$ cat src/rtl/gabor_pkg.sv
// Shared types and constants for the Gabor kernel-window fetch path.
package gabor_pkg;

  localparam int KERNEL_SIZE = 5;
  localparam int PAD         = KERNEL_SIZE / 2;
  localparam int DEF_IMG_W   = 512;
  localparam int DEF_IMG_H   = 512;
  localparam int STRIDE      = DEF_IMG_W + 2 * PAD;
  localparam int ADDR_W      = 19;
  localparam int DATA_W      = 8;
  localparam int IDX_W       = 5;

  typedef enum logic [1:0] {
    IDLE,
    RUN,
    DRAIN,
    DONE
  } win_state_t;

  typedef struct packed {
    logic [DATA_W-1:0] data;
    logic [IDX_W-1:0]  idx;
    logic              tap_last;
    logic              frame_last;
  } tap_t;

endpackage

$ cat src/rtl/gabor_window_fetch_ctrl_tap_fifo2.sv
// Two-entry FIFO holding returned BRAM words with their tap metadata.
module tap_fifo2
  import gabor_pkg::*;
(
  input  logic       clock,
  input  logic       reset,
  input  logic       push,
  input  tap_t       din,
  input  logic       pop,
  output tap_t       dout,
  output logic       full,
  output logic       empty,
  output logic [1:0] count
);

  tap_t mem [2];
  logic wr_ptr;
  logic rd_ptr;
  logic do_push;
  logic do_pop;

  assign full    = (count == 2'd2);
  assign empty   = (count == 2'd0);
  assign do_pop  = pop && !empty;
  assign do_push = push && (!full || do_pop);
  assign dout    = mem[rd_ptr];

  // NOTE: the storage is reset too, so the tap outputs read as zero after reset;
  // at two entries the extra reset fan-out is negligible.
  always_ff @(posedge clock or posedge reset) begin
    if (reset) begin
      mem[0] <= '0;
      mem[1] <= '0;
      wr_ptr <= 1'b0;
      rd_ptr <= 1'b0;
      count  <= 2'd0;
    end else begin
      if (do_push) begin
        mem[wr_ptr] <= din;
        wr_ptr      <= ~wr_ptr;
      end
      if (do_pop) rd_ptr <= ~rd_ptr;
      case ({do_push, do_pop})
        2'b10:   count <= count + 2'd1;
        2'b01:   count <= count - 2'd1;
        default: count <= count;
      endcase
    end
  end

endmodule

$ cat src/rtl/gabor_window_fetch_ctrl.sv
// Walks 5x5 windows over the padded image in raster order, issues BRAM reads
// and delivers the returned pixels as a tagged valid/ready tap stream.
module gabor_window_fetch_ctrl
  import gabor_pkg::*;
#(
  parameter int IMG_W = DEF_IMG_W,
  parameter int IMG_H = DEF_IMG_H
) (
  input  logic              clock,
  input  logic              reset,
  input  logic              start,
  output logic              busy,
  output logic              done,
  output logic              bram_en,
  output logic [ADDR_W-1:0] bram_addr,
  input  logic [DATA_W-1:0] bram_rdata,
  output logic              tap_valid,
  input  logic              tap_ready,
  output logic [DATA_W-1:0] tap_data,
  output logic [IDX_W-1:0]  tap_idx,
  output logic              tap_last,
  output logic              frame_last
);

  localparam int ROW_STRIDE = IMG_W + 2 * PAD;
  localparam int COL_W      = (IMG_W > 1) ? $clog2(IMG_W) : 1;
  localparam int ROW_W      = (IMG_H > 1) ? $clog2(IMG_H) : 1;
  localparam logic [ADDR_W-1:0] STRIDE_A = ADDR_W'(ROW_STRIDE);
  localparam logic [2:0]        K_LAST   = 3'(KERNEL_SIZE - 1);

  win_state_t        state, state_next;
  logic [2:0]        kc, kr;
  logic [COL_W-1:0]  col;
  logic [ROW_W-1:0]  row;
  logic [IDX_W-1:0]  idx;
  logic [ADDR_W-1:0] row_base, win_base, tap_base, last_addr;

  logic              rd_pending;
  logic [IDX_W-1:0]  meta_idx;
  logic              meta_tap_last, meta_frame_last;

  logic              kc_wrap, kr_wrap, col_wrap, row_wrap;
  logic              window_done, frame_tap;
  logic              issue, pop;
  logic              fifo_full, fifo_empty;
  logic [1:0]        fifo_count;
  tap_t              fifo_in, fifo_out;

  assign kc_wrap     = (kc == K_LAST);
  assign kr_wrap     = (kr == K_LAST);
  assign col_wrap    = (col == COL_W'(IMG_W - 1));
  assign row_wrap    = (row == ROW_W'(IMG_H - 1));
  assign window_done = kc_wrap && kr_wrap;
  assign frame_tap   = window_done && col_wrap && row_wrap;

  // A pop this cycle frees its slot in time for a read issued this cycle.
  assign pop   = tap_ready && !fifo_empty;
  assign issue = (state == RUN) && !(fifo_full && !pop) &&
                 (({1'b0, fifo_count} + {2'b0, rd_pending}) < (3'd2 + {2'b0, pop}));

  assign bram_en   = issue;
  assign bram_addr = issue ? (tap_base + ADDR_W'(kc)) : last_addr;

  assign busy = (state != IDLE);
  assign done = (state == DONE);

  // NOTE: every output of this block gets a default first, so no path leaves
  // state_next unassigned and no latch is inferred.
  always_comb begin
    state_next = state;
    case (state)
      IDLE:    if (start) state_next = RUN;
      RUN:     if (issue && frame_tap) state_next = DRAIN;
      DRAIN:   if (!rd_pending && (fifo_empty || (fifo_count == 2'd1 && pop)))
                 state_next = DONE;
      DONE:    state_next = IDLE;
      default: state_next = IDLE;
    endcase
  end

  // NOTE: registers use non-blocking assignments so every flop samples the
  // pre-edge values, independent of statement order.
  always_ff @(posedge clock or posedge reset) begin
    if (reset) begin
      state <= IDLE;
    end else begin
      state <= state_next;
    end
  end

  always_ff @(posedge clock or posedge reset) begin
    if (reset) begin
      kc              <= '0;
      kr              <= '0;
      col             <= '0;
      row             <= '0;
      idx             <= '0;
      row_base        <= '0;
      win_base        <= '0;
      tap_base        <= '0;
      last_addr       <= '0;
      rd_pending      <= 1'b0;
      meta_idx        <= '0;
      meta_tap_last   <= 1'b0;
      meta_frame_last <= 1'b0;
    end else begin
      rd_pending <= issue;
      if (state == IDLE && start) begin
        kc       <= '0;
        kr       <= '0;
        col      <= '0;
        row      <= '0;
        idx      <= '0;
        row_base <= '0;
        win_base <= '0;
        tap_base <= '0;
      end else if (issue) begin
        last_addr       <= bram_addr;
        meta_idx        <= idx;
        meta_tap_last   <= window_done;
        meta_frame_last <= frame_tap;
        idx             <= window_done ? '0 : idx + 1'b1;
        // Address bases advance incrementally: tap_base tracks the current kernel row.
        if (!kc_wrap) begin
          kc <= kc + 3'd1;
        end else begin
          kc <= '0;
          if (!kr_wrap) begin
            kr       <= kr + 3'd1;
            tap_base <= tap_base + STRIDE_A;
          end else begin
            kr <= '0;
            if (!col_wrap) begin
              col      <= col + 1'b1;
              win_base <= win_base + 1'b1;
              tap_base <= win_base + 1'b1;
            end else begin
              col      <= '0;
              row      <= row_wrap ? '0 : row + 1'b1;
              row_base <= row_base + STRIDE_A;
              win_base <= row_base + STRIDE_A;
              tap_base <= row_base + STRIDE_A;
            end
          end
        end
      end
    end
  end

  assign fifo_in = '{data: bram_rdata, idx: meta_idx,
                     tap_last: meta_tap_last, frame_last: meta_frame_last};

  tap_fifo2 u_fifo (
    .clock (clock),
    .reset (reset),
    .push  (rd_pending),
    .din   (fifo_in),
    .pop   (pop),
    .dout  (fifo_out),
    .full  (fifo_full),
    .empty (fifo_empty),
    .count (fifo_count)
  );

  assign tap_valid  = !fifo_empty;
  assign tap_data   = fifo_out.data;
  assign tap_idx    = fifo_out.idx;
  assign tap_last   = fifo_out.tap_last;
  assign frame_last = fifo_out.frame_last;

endmodule

$ cat config.mk
export PLATFORM = sky130hd
export DESIGN_NAME = gabor_window_fetch_ctrl
export DESIGN_NICKNAME = d
export VERILOG_FILES = /design/src/rtl/gabor_pkg.sv /design/src/rtl/gabor_window_fetch_ctrl_tap_fifo2.sv /design/src/rtl/gabor_window_fetch_ctrl.sv
export SDC_FILE = /design/constraint.sdc
export NUM_CORES = 1
export LEC_CHECK = 0
export ABC_AREA = 0
export CELL_PAD_IN_SITES_DETAIL_PLACEMENT = 0
export CELL_PAD_IN_SITES_GLOBAL_PLACEMENT = 1
export CORE_MARGIN = 2
export CORE_UTILIZATION = 40
export CTS_CLUSTER_SIZE = 14
export DETAILED_ROUTE_END_ITERATION = 12
export GPL_TIMING_DRIVEN = 1
export PLACE_DENSITY = 0.68
export SYNTH_ARGS = -nofsm -noshare
export SYNTH_HDL_FRONTEND = slang
export SYNTH_SLANG_ARGS = --single-unit
$ cat constraint.sdc
create_clock -name clock -period 6.8 [get_ports clock]
set_clock_uncertainty 0.2 [all_clocks]
set_input_delay 2.04 -clock clock [delete_from_list [all_inputs] [get_ports clock]]
set_output_delay 2.04 -clock clock [all_outputs]
set_load 0.01 [all_outputs]
=== Word level (Yosys, flattened, before mapping) ===
Cells that the tools add are included.

* Output and inout bits: 38
* Bits of input ports: 12
* Flip-flop bits (word level): 149
* Memories kept: 0
* Bits in read-only memories: 0
* Latch bits: 0
* Word-level logic and storage cells: 142
* RAM bits: 0

* $mul: 0
* $lt $le $gt $ge: 4
* Mux-type cells: 47
* Shift-type cells: 0
* Bitwise gates (word level): 5
* Reduce and logical (&&, ||, !) cells: 34
* Equality and inequality tests: 14
* Divide/modulo/power cells: 0
* $add $sub $neg: 13

{| class="wikitable"
|+ Operators with widths
! kind !! count
|-
| 19-bit 2-to-1 mux || 15
|-
| 9-bit 2-to-1 mux || 11
|-
| 15-bit 2-to-1 mux || 4
|-
| 19-bit by 10-bit adder with 19-bit output, second input constant || 2
|-
| 30-bit bitwise mux || 1
|-
| 3-bit 2-to-1 mux || 7
|-
| 19-bit by 1-bit adder with 19-bit output, second input constant || 1
|-
| 19-bit by 3-bit adder with 19-bit output || 1
|-
| 9-bit by 1-bit adder with 9-bit output, second input constant || 2
|-
| 9-bit equality test, second input constant || 2
|-
| 15-bit demux with 1-bit select || 1
|-
| 5-bit 2-to-1 mux || 3
|-
| 1-bit logical AND || 14
|-
| 2-bit nonzero test || 6
|-
| 2-bit equality test, second input constant || 4
|-
| 2-bit one-hot mux with 4 select lines || 1
|-
| 3-bit by 1-bit adder with 3-bit output, second input constant || 2
|-
| 2-bit by 1-bit equality test with 1-bit output, second input constant || 3
|-
| 3-bit equality test, second input constant || 2
|-
| 2-bit 2-to-1 mux || 3
|-
| 3-bit AND reduction || 2
|-
| 5-bit by 1-bit adder with 5-bit output, second input constant || 1
|-
| 1-bit logical NOT || 5
|-
| 2-bit >= comparator, second input constant || 2
|-
| other kinds (15) || 22
|}

=== Longest topological paths before layout ===
* Depth in word-level cells: 11
* Depth in mapped cells: 11
* Mapped depth without buffers: 11

=== Cells and area by module ===
Synthesis repeated with hierarchy kept, for this count alone.

* Cell total of the unflattened synthesis: 879
* Area, all modules: 8,169.1 um2

{| class="wikitable"
|+ Modules (own cells, without submodules)
! module !! seq. area each (um2) !! cells each !! area an instance (um2) !! times used
|-
| gabor_window_fetch_ctrl || 2,827.7 || 772 || 6,547.5 || 1
|-
| tap_fifo2 || 850.8 || 107 || 1,621.6 || 1
|}

=== Least setup slack after synthesis ===
Ideal clock, no wire load.

* Path type: input port to output port
* From: input tap_ready
* To: output bram_addr[10]
* Buffers on the path: 2
* Slack: 1,406 ps
* Data required time: 4,560 ps
* Arrival: 3,154 ps
* Stages: 6
* Path through: nor3b_2 -> o21ai_1 -> clkbuf_1 -> clkbuf_1 -> nand2_1 -> o21ai_0

* Longest elaborated chain between the ends: 7
* Elaborated cells between the ends (all ways): 9
* Those cells by class: add/sub: 1; order compare: 1; mux: 1; reduce/logical: 6

{| class="wikitable"
|+ Ends and longest elaborated chain
! item !! RTL line !! text
|-
| start: declaration || gabor_window_fetch_ctrl.sv:18 || <nowiki>input logic tap_ready,</nowiki>
|-
| 1-bit logical AND (*) || gabor_window_fetch_ctrl.sv:57 || <nowiki>assign pop = tap_ready && !fifo_empty;</nowiki>
|-
| branches (longest 4 deep; another with 2-bit by 1-bit adder with 3-bit output) || - ||
|-
| 1-bit logical AND (*) || gabor_window_fetch_ctrl.sv:58 || <nowiki>assign issue = (state == RUN) && !(fifo_full && !pop) &&</nowiki>
|-
| 19-bit 2-to-1 mux (*) || gabor_window_fetch_ctrl.sv:62 || <nowiki>assign bram_addr = issue ? (tap_base + ADDR_W'(kc)) : last_addr;</nowiki>
|-
| end: declaration || gabor_window_fetch_ctrl.sv:15 || <nowiki>output logic [ADDR_W-1:0] bram_addr,</nowiki>
|}

Mark *: on every way between the ends.

=== Worst setup path in the final report ===
* From: input tap_ready
* To: output bram_addr[18]

Same word-level chain as after synthesis.

==> flow_summary.ini <==
[grt]
antenna_found_initial = 0
grt.overflow.total = 0
grt_max_degree = 78
grt_usage = 0.182
grt_pass1_vias = 6160
grt_pass1_wl_mm = 31.8

[clocking]
cts-buffers-inserted = 17
postCtsSetupRepairBufs = 0
clk_path_buf_depth = 2
cts_resized = 0
clock_sinks = 147
clkTransAtPathRegs_ns = 0.06
clk_latency_ns = 0.43
cts_tree = built
htreeDepth = 4
cts_root_buf = clkbuf_16
hold_buffers = 0

[setup_path]
crit_end = bram_addr[18]
crit_path_end_kind = primary output
r2r_slack_ns = 3.25
crit_fanout = 34
worstPathCellList = clkdlybuf4s50_1, nor3b_2, o21ai_2, buf_4, nand2_1, o21ai_1, clkdlybuf4s50_1
cp.arrival_ns = 4.04
required_ns = 4.56
critPathLaunchType = input port
crit_slowest_cell = clkdlybuf4s50_1
crit_start = tap_ready
worstSetupPathType = in -> out
crit_family = buffers and inverters
rr_startpoint = col[2]
r2r_end = row[3]
cpPeakStageDelay_ns = 0.55
ff2ff_path_depth = 9
timing.critical_path.mode_cell = clkdlybuf4s50_1
critPathBufInv = 3
worst-path-stages = 7

[pwr]
finalPower_mw = 3.61
p_clk_frac = 0.272
internal-power_mw = 2.28
combinationalPowerShare = 0.383
p_leak_nw = 4.12
seq_power_share = 0.345
p_per_area_nw_per_um2 = 381
swShare = 0.369
ir_drop_v = 0.000218
power_switching_mw = 1.33

[drt]
ant_nets = 0
drt-wirelength-per-cell_um = 15.4
vias_per_cell = 5.16
dr.pass1.iters = 5
wl_mm = 18.5
drt-initial-drc-count = 328
vias = 6205
route.detailed.drc = 0

[sta]
fin_crit_ns = 6.28
hold_viol_final = 0
fin_crit_sh = 0.923
worst_slack_ns = 0.524
drv_slew = 0
rsz0062_at_grt = no
worst_pin_slew_ns = 0.962
finalSetupTns_ns = 0
fmax_ghz = 0.159
slew_headroom = 0.356
setup_viol = 0

[min_path]
hp-class = reg -> reg

[floorplan]
die-width_um = 147
initial_core_util = 0.404
io_pins = 50
core_um2 = 20100
die_height_um = 147
die-area_um2 = 21500
num_rows = 52

[logic_synthesis]
synth_edf_count = 0
yosysWarnings = 0
syn_avg_cell_area_um2 = 9.18
synth_seq_cells = 147
ys_types = 61
synthArstFlopShare = 1.00
syn-num-nets = 925
ys.flop_type = dfrtp_1
ys_seq_area_frac = 0.452
syn_area_um2 = 8130
syn-instance-count = 886

[cells_and_area]
fin_util = 0.471
nets = 959
regArea_um2 = 3680
area_growth_pct = 16.3
final_cells = 1203
n_fill_cell = 1942
drive_above_1_share = 0.101
multi_input_area_um2 = 4190
diodes = 0

[placed_design]
dp_hpwl_mm = 12.9
gp_congestion = 0.763
dpl.cell_count = 1171
place_ws_ns = 0.510
port_buffers = 49

[job]
drv_cap = 0

[run_status]
status = finished, final reports clean
[power groups by stage]
stage | Sequential (mW) | Clock, mW | Combinational, mW
finish | 1.25 | 0.980 | 1.38
global route | 1.28 | 1.05 | 1.56
CTS | 1.25 | 1.00 | 1.41
detailed placement | 1.26 | 0 | 1.40
global placement | 1.26 | 0 | 1.38
floorplan | 1.18 | 0 | 0.959
[worst register-to-register path, cell delays in order (launching register included)]
cell	delay, ns
dfrtp_1	0.42
nand3_1	0.13
nor2_1	0.15
and2_1	0.17
and3_1	0.17
ha_1	0.73
nand3_2	0.68
nor2_1	0.55
nand3b_1	0.12
a21oi_1	0.16
[worst min-delay path by stage]
stage                          end  cells past startpoint           start
global route        u_fifo.mem[26]                      1  u_fifo.mem[26]
detailed placement    last_addr[3]                      2    last_addr[3]
global placement      last_addr[5]                      2    last_addr[5]
floorplan                   idx[4]                      1          idx[4]
finish                last_addr[0]                      2    last_addr[0]
CTS                   last_addr[3]                      2    last_addr[3]
[per-stage QoR]
| stage | cell area [µm²] | hold slack, ns |
|---|---|---|
| floorplan | 8130 | 0.245 |
| global placement | 8850 | 0.265 |
| detailed placement | 8850 | 0.265 |
| CTS | 9460 | 0.283 |
| global route | 9460 | 0.300 |
| finish | 9460 | 0.280 |
[cell families (layout without fill, tap and decap cells)]
group,Yosys count,in the layout,synth area share
simple gates,351,351,0.204
compound gates,173,173,0.123
mux,50,50,0.0686
fa+ha+maj,27,27,0.0425
xor+xnor,71,71,0.0765
buf+inv,67,114,0.0332
flops,147,147,0.452
[cell type report]
class / count / share of cell area
Multi-Input combinational cell: 672 / 0.443
Sequential cell: 147 / 0.389
Timing Repair Buffer: 57 / 0.0582
Clock buffer: 17 / 0.0450
Tap cell: 270 / 0.0357
Clock inverter: 15 / 0.0192
Inverter: 25 / 0.0104
[flip-flops by register name, indices dropped and copies added (netlist names)]
signal and flops:
meta_frame_last 1, col 9, u_fifo.wr_ptr 1, row 9, idx 5, meta_idx 5
row_base 17, state 2, u_fifo.mem 30, u_fifo.count 2, kc 3, rd_pending 1
meta_tap_last 1, u_fifo.rd_ptr 1, tap_base 19, last_addr 19, kr 3, win_base 19
[synthesized netlist by cell type, drive strengths merged, types with 10 or more instances]
cell	n	area [µm²]
nand2	161	604
dfrtp	147	3680
o21ai	81	405
nor2	64	248
a21oi	48	240
mux2	46	518
nand3	36	185
xnor2	36	315
xor2	35	307
clkbuf	30	113
ha	26	325
inv	25	93.8
nor3	20	135
and3	16	100
buf	12	63.8
nand4	10	62.6
[per-layer routing]
layer / share of wire / track usage / routed length [µm]
met1: 0.52 / 0.258 / 9580
met2: 0.45 / 0.290 / 8260
met3: 0.031 / 0.0325 / 580
met4: 0.0038 / 0.0442 / 70
met5: 0 / 0 / 0
[layout by cell type, fill, tap and decap left out, drive strengths merged, types with 16 or more instances in the layout]
cell,instances
a21oi,48
and3,16
clkbuf,17
clkdlybuf4s50,49
dfrtp,147
ha,26
inv,36
mux2,46
nand2,161
nand3,36
nor2,64
nor3,20
o21ai,81
xnor2,36
xor2,35
No activity file was read; power rests on OpenSTA's default activity.
